--- src/rtl/main_core_if.sv ---
// Instruction/result bundle between the board sequencer and main_core.
interface main_core_if;
  logic [16:0] state;
  logic [15:0] ALU_result;
  logic [4:0]  flags;
  logic [7:0]  led;
  logic [3:0]  ledState;

  modport master (output state, input ALU_result, flags, led, ledState);
  modport slave  (input state, output ALU_result, flags, led, ledState);
endinterface

--- src/rtl/main_core.sv ---
// Single-cycle 16x16 register file + ALU with a 4-digit multiplexed seven-segment driver.
// Optional feature macro: LEADING_ZERO_BLANK_EN (blank leading zero digits 3..1).
module main_core #(
  parameter int REFRESH_BITS = 16
) (
  input  logic       clk,
  input  logic       reset,
  main_core_if.slave bus
);

  logic        imm;
  logic [3:0]  op, ra, rb, rd;
  logic [15:0] regs [16];
  logic [15:0] a, b, alu;
  logic [16:0] sum, diff;
  logic        wr_en, ovf_add, ovf_sub;
  logic [4:0]  flags_q;

  assign {imm, op, ra, rb, rd} = bus.state;
  assign a = regs[ra];
  assign b = imm ? {12'd0, rb} : regs[rb];

  assign sum     = {1'b0, a} + {1'b0, b};
  assign diff    = {1'b0, a} - {1'b0, b};
  assign ovf_add = (a[15] == b[15]) && (sum[15]  != a[15]);
  assign ovf_sub = (a[15] != b[15]) && (diff[15] != a[15]);

  always_comb begin
    alu   = '0;
    wr_en = 1'b1;
    case (op)
      4'h0: alu = a & b;
      4'h1: alu = a | b;
      4'h2: alu = sum[15:0];
      4'h3: alu = diff[15:0];
      4'h4: alu = a ^ b;
      4'h5: alu = ~a;
      4'h6: alu = a << b[3:0];
      4'h7: alu = a >> b[3:0];
      4'h8: alu = $signed(a) >>> b[3:0];
      4'h9: begin alu = diff[15:0]; wr_en = 1'b0; end
      4'hA: alu = b;
      default: wr_en = 1'b0;
    endcase
  end

  assign bus.ALU_result = alu;
  assign bus.flags      = flags_q;

  // flags_q = {C, L, F, Z, N}
  always_ff @(posedge clk or negedge reset) begin
    if (!reset) begin
      for (int i = 0; i < 16; i++) regs[i] <= '0;
      flags_q <= '0;
    end else begin
      if (wr_en) regs[rd] <= alu;
      case (op)
        4'h2: begin flags_q[4] <= sum[16];  flags_q[2] <= ovf_add; end
        4'h3: begin flags_q[4] <= diff[16]; flags_q[2] <= ovf_sub; end
        4'h9: begin
          flags_q[1] <= (diff[15:0] == 16'd0);
          flags_q[3] <= diff[16];
          // signed less-than: sign of the difference corrected for overflow
          flags_q[0] <= diff[15] ^ ovf_sub;
        end
        default: ;
      endcase
    end
  end

  logic [REFRESH_BITS-1:0] refresh_cnt;
  logic [1:0]              digit_idx;

  always_ff @(posedge clk or negedge reset) begin
    if (!reset) begin
      refresh_cnt <= '0;
      digit_idx   <= '0;
    end else begin
      refresh_cnt <= refresh_cnt + 1'b1;
      if (&refresh_cnt) digit_idx <= digit_idx + 2'd1;
    end
  end

  logic [3:0] nibble;
  logic [7:0] glyph;
  logic       blank;

  always_comb begin
    case (digit_idx)
      2'd0:    nibble = alu[3:0];
      2'd1:    nibble = alu[7:4];
      2'd2:    nibble = alu[11:8];
      default: nibble = alu[15:12];
    endcase
  end

  always_comb begin
    case (nibble)
      4'h0: glyph = 8'hC0; 4'h1: glyph = 8'hF9; 4'h2: glyph = 8'hA4; 4'h3: glyph = 8'hB0;
      4'h4: glyph = 8'h99; 4'h5: glyph = 8'h92; 4'h6: glyph = 8'h82; 4'h7: glyph = 8'hF8;
      4'h8: glyph = 8'h80; 4'h9: glyph = 8'h90; 4'hA: glyph = 8'h88; 4'hB: glyph = 8'h83;
      4'hC: glyph = 8'hC6; 4'hD: glyph = 8'hA1; 4'hE: glyph = 8'h86; default: glyph = 8'h8E;
    endcase
  end

`ifdef LEADING_ZERO_BLANK_EN
  // A digit is blank when it and every digit above it are zero; digit 0 always shows.
  always_comb begin
    case (digit_idx)
      2'd1:    blank = (alu[15:4]  == 12'd0);
      2'd2:    blank = (alu[15:8]  == 8'd0);
      2'd3:    blank = (alu[15:12] == 4'd0);
      default: blank = 1'b0;
    endcase
  end
`else
  assign blank = 1'b0;
`endif

  assign bus.led      = blank ? 8'hFF : glyph;
  assign bus.ledState = ~(4'b0001 << digit_idx);

endmodule

--- src/flat_wrapper.sv ---
// flat-port wrapper written by rule: the top's interface ports become plain ports
module main_core_flat 
#(
  parameter int REFRESH_BITS = 16
)
  (clk, reset, bus_state, bus_ALU_result, bus_flags, bus_led, bus_ledState);
  main_core_if bus_i ();
  input  logic clk;
  input  logic reset;
  input wire logic [$bits(bus_i.state)-1:0] bus_state;
  output wire logic [$bits(bus_i.ALU_result)-1:0] bus_ALU_result;
  output wire logic [$bits(bus_i.flags)-1:0] bus_flags;
  output wire logic [$bits(bus_i.led)-1:0] bus_led;
  output wire logic [$bits(bus_i.ledState)-1:0] bus_ledState;
  assign bus_i.state = bus_state;
  assign bus_ALU_result = bus_i.ALU_result;
  assign bus_flags = bus_i.flags;
  assign bus_led = bus_i.led;
  assign bus_ledState = bus_i.ledState;
  main_core #(.REFRESH_BITS(REFRESH_BITS)) u_core (.clk(clk), .reset(reset), .bus(bus_i));
endmodule
--- config.mk ---
export PLATFORM = sky130hd
export DESIGN_NAME = main_core_flat
export DESIGN_NICKNAME = d
export VERILOG_FILES = /design/src/rtl/main_core_if.sv /design/src/rtl/main_core.sv /design/src/flat_wrapper.sv
export SDC_FILE = /design/constraint.sdc
export NUM_CORES = 1
export LEC_CHECK = 0
export CAP_MARGIN = 20
export CORE_ASPECT_RATIO = 1.2
export CORE_MARGIN = 2
export CORE_UTILIZATION = 40
export CTS_CLUSTER_DIAMETER = 30
export DETAILED_ROUTE_END_ITERATION = 6
export PLACE_DENSITY = 0.61
export SYNTH_ARGS = -nofsm -noshare
export SYNTH_HDL_FRONTEND = slang
export SYNTH_SLANG_ARGS = --single-unit
--- constraint.sdc ---
create_clock -name clk -period 10.35 [get_ports clk]
set_input_delay 2.07 -clock clk [delete_from_list [all_inputs] [get_ports clk]]
set_output_delay 2.07 -clock clk [all_outputs]
set_load 0.1 [all_outputs]
==> impl_metrics.py <==
metrics = {
    "outcome": {
        "outcome": "completed",
    },
    "clocking": {
        "cts_setup_buffers": 0,
        "clock-sinks": 279,
        "post_cts_resized": 0,
        "clock_latency_ps": 620,
        "cts.path.max_buffers": 3,
        "hold_buffers": 0,
        "clk_pin_slew_ps": 40,
        "cts_tree": "built",
        "htreeDepth": 2,
        "cts_buffers": 56,
        "root_buffer": "clkbuf_16",
    },
    "logic_synthesis": {
        "async_reset_ff_share_pct": 100,
        "synth_ff_type": "dfrtp_1",
        "yosysSeqAreaShare_pct": 36.0,
        "synthTopCellsByCount": "dfrtp_1, nand2_1, o21ai_0",
        "synth.most_common_cell": "dfrtp_1",
        "synthCells": 1852,
        "syn_avg_cell_area_um2": 10.5,
        "synth_area_leaders": "dfrtp_1, mux4_2, mux2_2, mux2i_1, o21ai_0",
        "ys_seq_elements": 279,
        "ys_types": 91,
        "netlist_area_mm2": 0.0194,
        "synth-edff-count": 0,
        "yosysTopAreaCell": "dfrtp_1",
        "yosys_warnings": 0,
        "syn_nets": 1935,
        "synthDominantCellAreaShare_pct": 36.0,
    },
    "drt": {
        "drt.antenna.violating_nets": 0,
        "wl_um": 66600,
        "drt-initial-drc-count": 1305,
        "dr.pass1.iters": 6,
        "vias_per_cell": 6.15,
        "wire_per_inst_um": 25.7,
        "vias": 15900,
        "drc": 0,
    },
    "timing": {
        "setup_slack_ps": 321,
        "setup_viol": 0,
        "worst_slew_pin_slew_ps": 1100,
        "max_freq_mhz": 99.7,
        "rsz0062_at_grt": "no",
        "hold_violations": 0,
        "slew_viol_final": 0,
        "post-route-min-period_ps": 10030,
        "skew_ps": 27.8,
        "slew_headroom_pct": 25.6,
        "fin_crit_sh_pct": 96.9,
    },
    "worst_setup_path": {
        "ff2ff_path_depth": 18,
        "path_cells": "clkdlybuf4s50_1 > buf_4 > nor2_1 > buf_4 > a221o_1 > inv_2 > ha_1 > fa_1 > nand2b_1 > a211o_1 > a31oi_1 > or2_2 > a221o_1 > a221oi_1 > o2111ai_1 > a222oi_1 > buf_4 > mux2_4 > inv_2 > ha_1 > or4_1 > o21ai_1 > buf_12",
        "rr_endpoint": "u_core.regs[31]",
        "r2r_start": "u_core.regs[133]",
        "critical_path_class": "primary input to output pin",
        "max_stage_delay_ps": 550,
        "worstPathArrival_ps": 7960,
        "cpMaxStageDelayCell": "clkdlybuf4s50_1",
        "worstPathMaxFanout": 18,
        "cpMostUsedCell": "buf_4",
        "cp.required_ps": 8280,
        "start_kind": "primary input",
        "reg2reg_slack_ps": 4520,
        "end_kind": "output pin",
    },
    "global_routing": {
        "grt_pass1_wl_um": 102000,
        "antenna_found_initial": 0,
        "grt_max_degree": 124,
        "grt_overflow": 0,
        "grt_pass1_vias": 16300,
        "grt_usage_pct": 27.0,
    },
    "placed_design": {
        "dp_hpwl_um": 46700,
        "port-buffer-count": 50,
        "placedCellCount": 2485,
        "dp_worst_setup_slack_ps": 157,
        "place.gp.congestion": 0.986,
    },
    "final_layout": {
        "syn_to_final_growth_pct": 19.5,
        "diodes": 0,
        "fillers": 4400,
        "fin_util_pct": 48.2,
        "num-nets-final": 1999,
        "final_cells": 2591,
        "drive_gt1_share_pct": 27.0,
    },
    "floorplan": {
        "initial_core_util_pct": 40.4,
        "num_io_pins": 52,
        "fp.dieW_um": 205,
        "die_h_um": 245,
        "die_area_mm2": 0.0502,
        "rows": 88,
        "core_area_mm2": 0.0480,
    },
    "pwr": {
        "peakVddDrop_v": 0.000253,
        "leakage_nw": 9.92,
        "power.density_mw_per_mm2": 334,
        "total_power_w": 0.00773,
    },
    "worst_hold_path": {
        "hp-start": "u_core.refresh_cnt[12]",
        "holdPathEnd": "u_core.refresh_cnt[12]",
        "whs_path_depth": 1,
        "worstHoldPathType": "flip-flop to flip-flop",
    },
    "job": {
        "drv_cap": 0,
    },
}
how the worst max path moves through the flow:
stage / from / end / cells past startpoint
6_report: bus_state[16] / bus_led[2] / 23
4_1_cts: bus_state[16] / bus_led[2] / 22
3_3_place_gp: bus_state[4] / bus_led[2] / 22
5_1_grt: bus_state[4] / bus_led[5] / 23
3_5_place_dp: bus_state[16] / bus_led[2] / 22
2_1_floorplan: bus_state[4] / bus_led[5] / 27
per-layer routing:
layer | up-vias | global-route usage, % | wire (um)
met1 | 8074 | 32.8 | 26000
met2 | 656 | 45.1 | 32600
met5 | - | 0 | 0
met4 | 0 | 14.5 | 3690
li1 | 6991 | - | -
met3 | 211 | 5.28 | 4260
sequential cells by signal, indices dropped and copies added, names as in the netlist:
name and flops:
u_core.bus.flags 5, u_core.digit_idx 2, u_core.refresh_cnt 16, u_core.regs 256
cells by family after synthesis:
logic type               after synthesis  synth area share, %
AO/OA/AOI/OAI                        423                 14.1
XOR/XNOR                              31                 1.40
adder cells (fa/ha/maj)               64                 4.25
buffers and inverters                226                 5.34
flip-flops                           279                 36.0
multiplexers                         333                 27.0
other                                  1               0.0193
AND/OR/NAND/NOR                      495                 11.9
report_power, final:
part,internal (W),switching [W]
logic,0.00159,0.00234
registers,0.00154,0.000342
clock network,0.00129,0.000632
area by class of cell:
cell class	instances	area, um2	area share (%)
multi-input cells	1347	11500	49.6
flip-flops and latches	279	6980	30.1
repair buffers	156	1580	6.82
clock buffers	66	1500	6.47
well taps	630	788	3.40
clock inverters	37	527	2.27
inverters	76	288	1.24
metrics by stage:
step / hold WS (ps) / setup TNS (ps) / instance area [um2]
after CTS: 471 / 0 / 23000
after global routing: 482 / 0 / 23200
final: 472 / 0 / 23200
after global placement: 453 / 0 / 21000
after detailed placement: 458 / 0 / 21000
after floorplan: 436 / -978 / 19500
cell usage in the layout, fill, tap and decap left out, drive strengths merged, types with 7 or more instances in the layout:
| cell type | count |
|---|---|
| dfrtp | 279 |
| nand2 | 211 |
| o21ai | 164 |
| mux4 | 139 |
| buf | 134 |
| mux2 | 109 |
| nor2 | 105 |
| a21oi | 85 |
| mux2i | 85 |
| inv | 79 |
| clkbuf | 68 |
| ha | 61 |
| nand3 | 33 |
| nor3 | 25 |
| nor2b | 24 |
| xnor2 | 22 |
| nand2b | 21 |
| clkdlybuf4s50 | 20 |
| o211ai | 18 |
| a211oi | 18 |
| and2 | 14 |
| clkinv | 14 |
| o221ai | 13 |
| and3 | 12 |
| o22ai | 12 |
| nor4 | 11 |
| a221oi | 11 |
| clkinvlp | 10 |
| bufinv | 10 |
| xor2 | 9 |
| a31oi | 8 |
| or3 | 7 |
| a22o | 7 |
worst max-delay path: cells and delay by family:
| family | cells | cell delay (ps) |
|---|---|---|
| AO/OA/AOI/OAI | 8 | 2190 |
| adder cells (fa/ha/maj) | 3 | 720 |
| buffers and inverters | 7 | 1660 |
| multiplexers | 1 | 190 |
| AND/OR/NAND/NOR | 4 | 1110 |
Note: power is estimated with default switching activity, not from simulation.
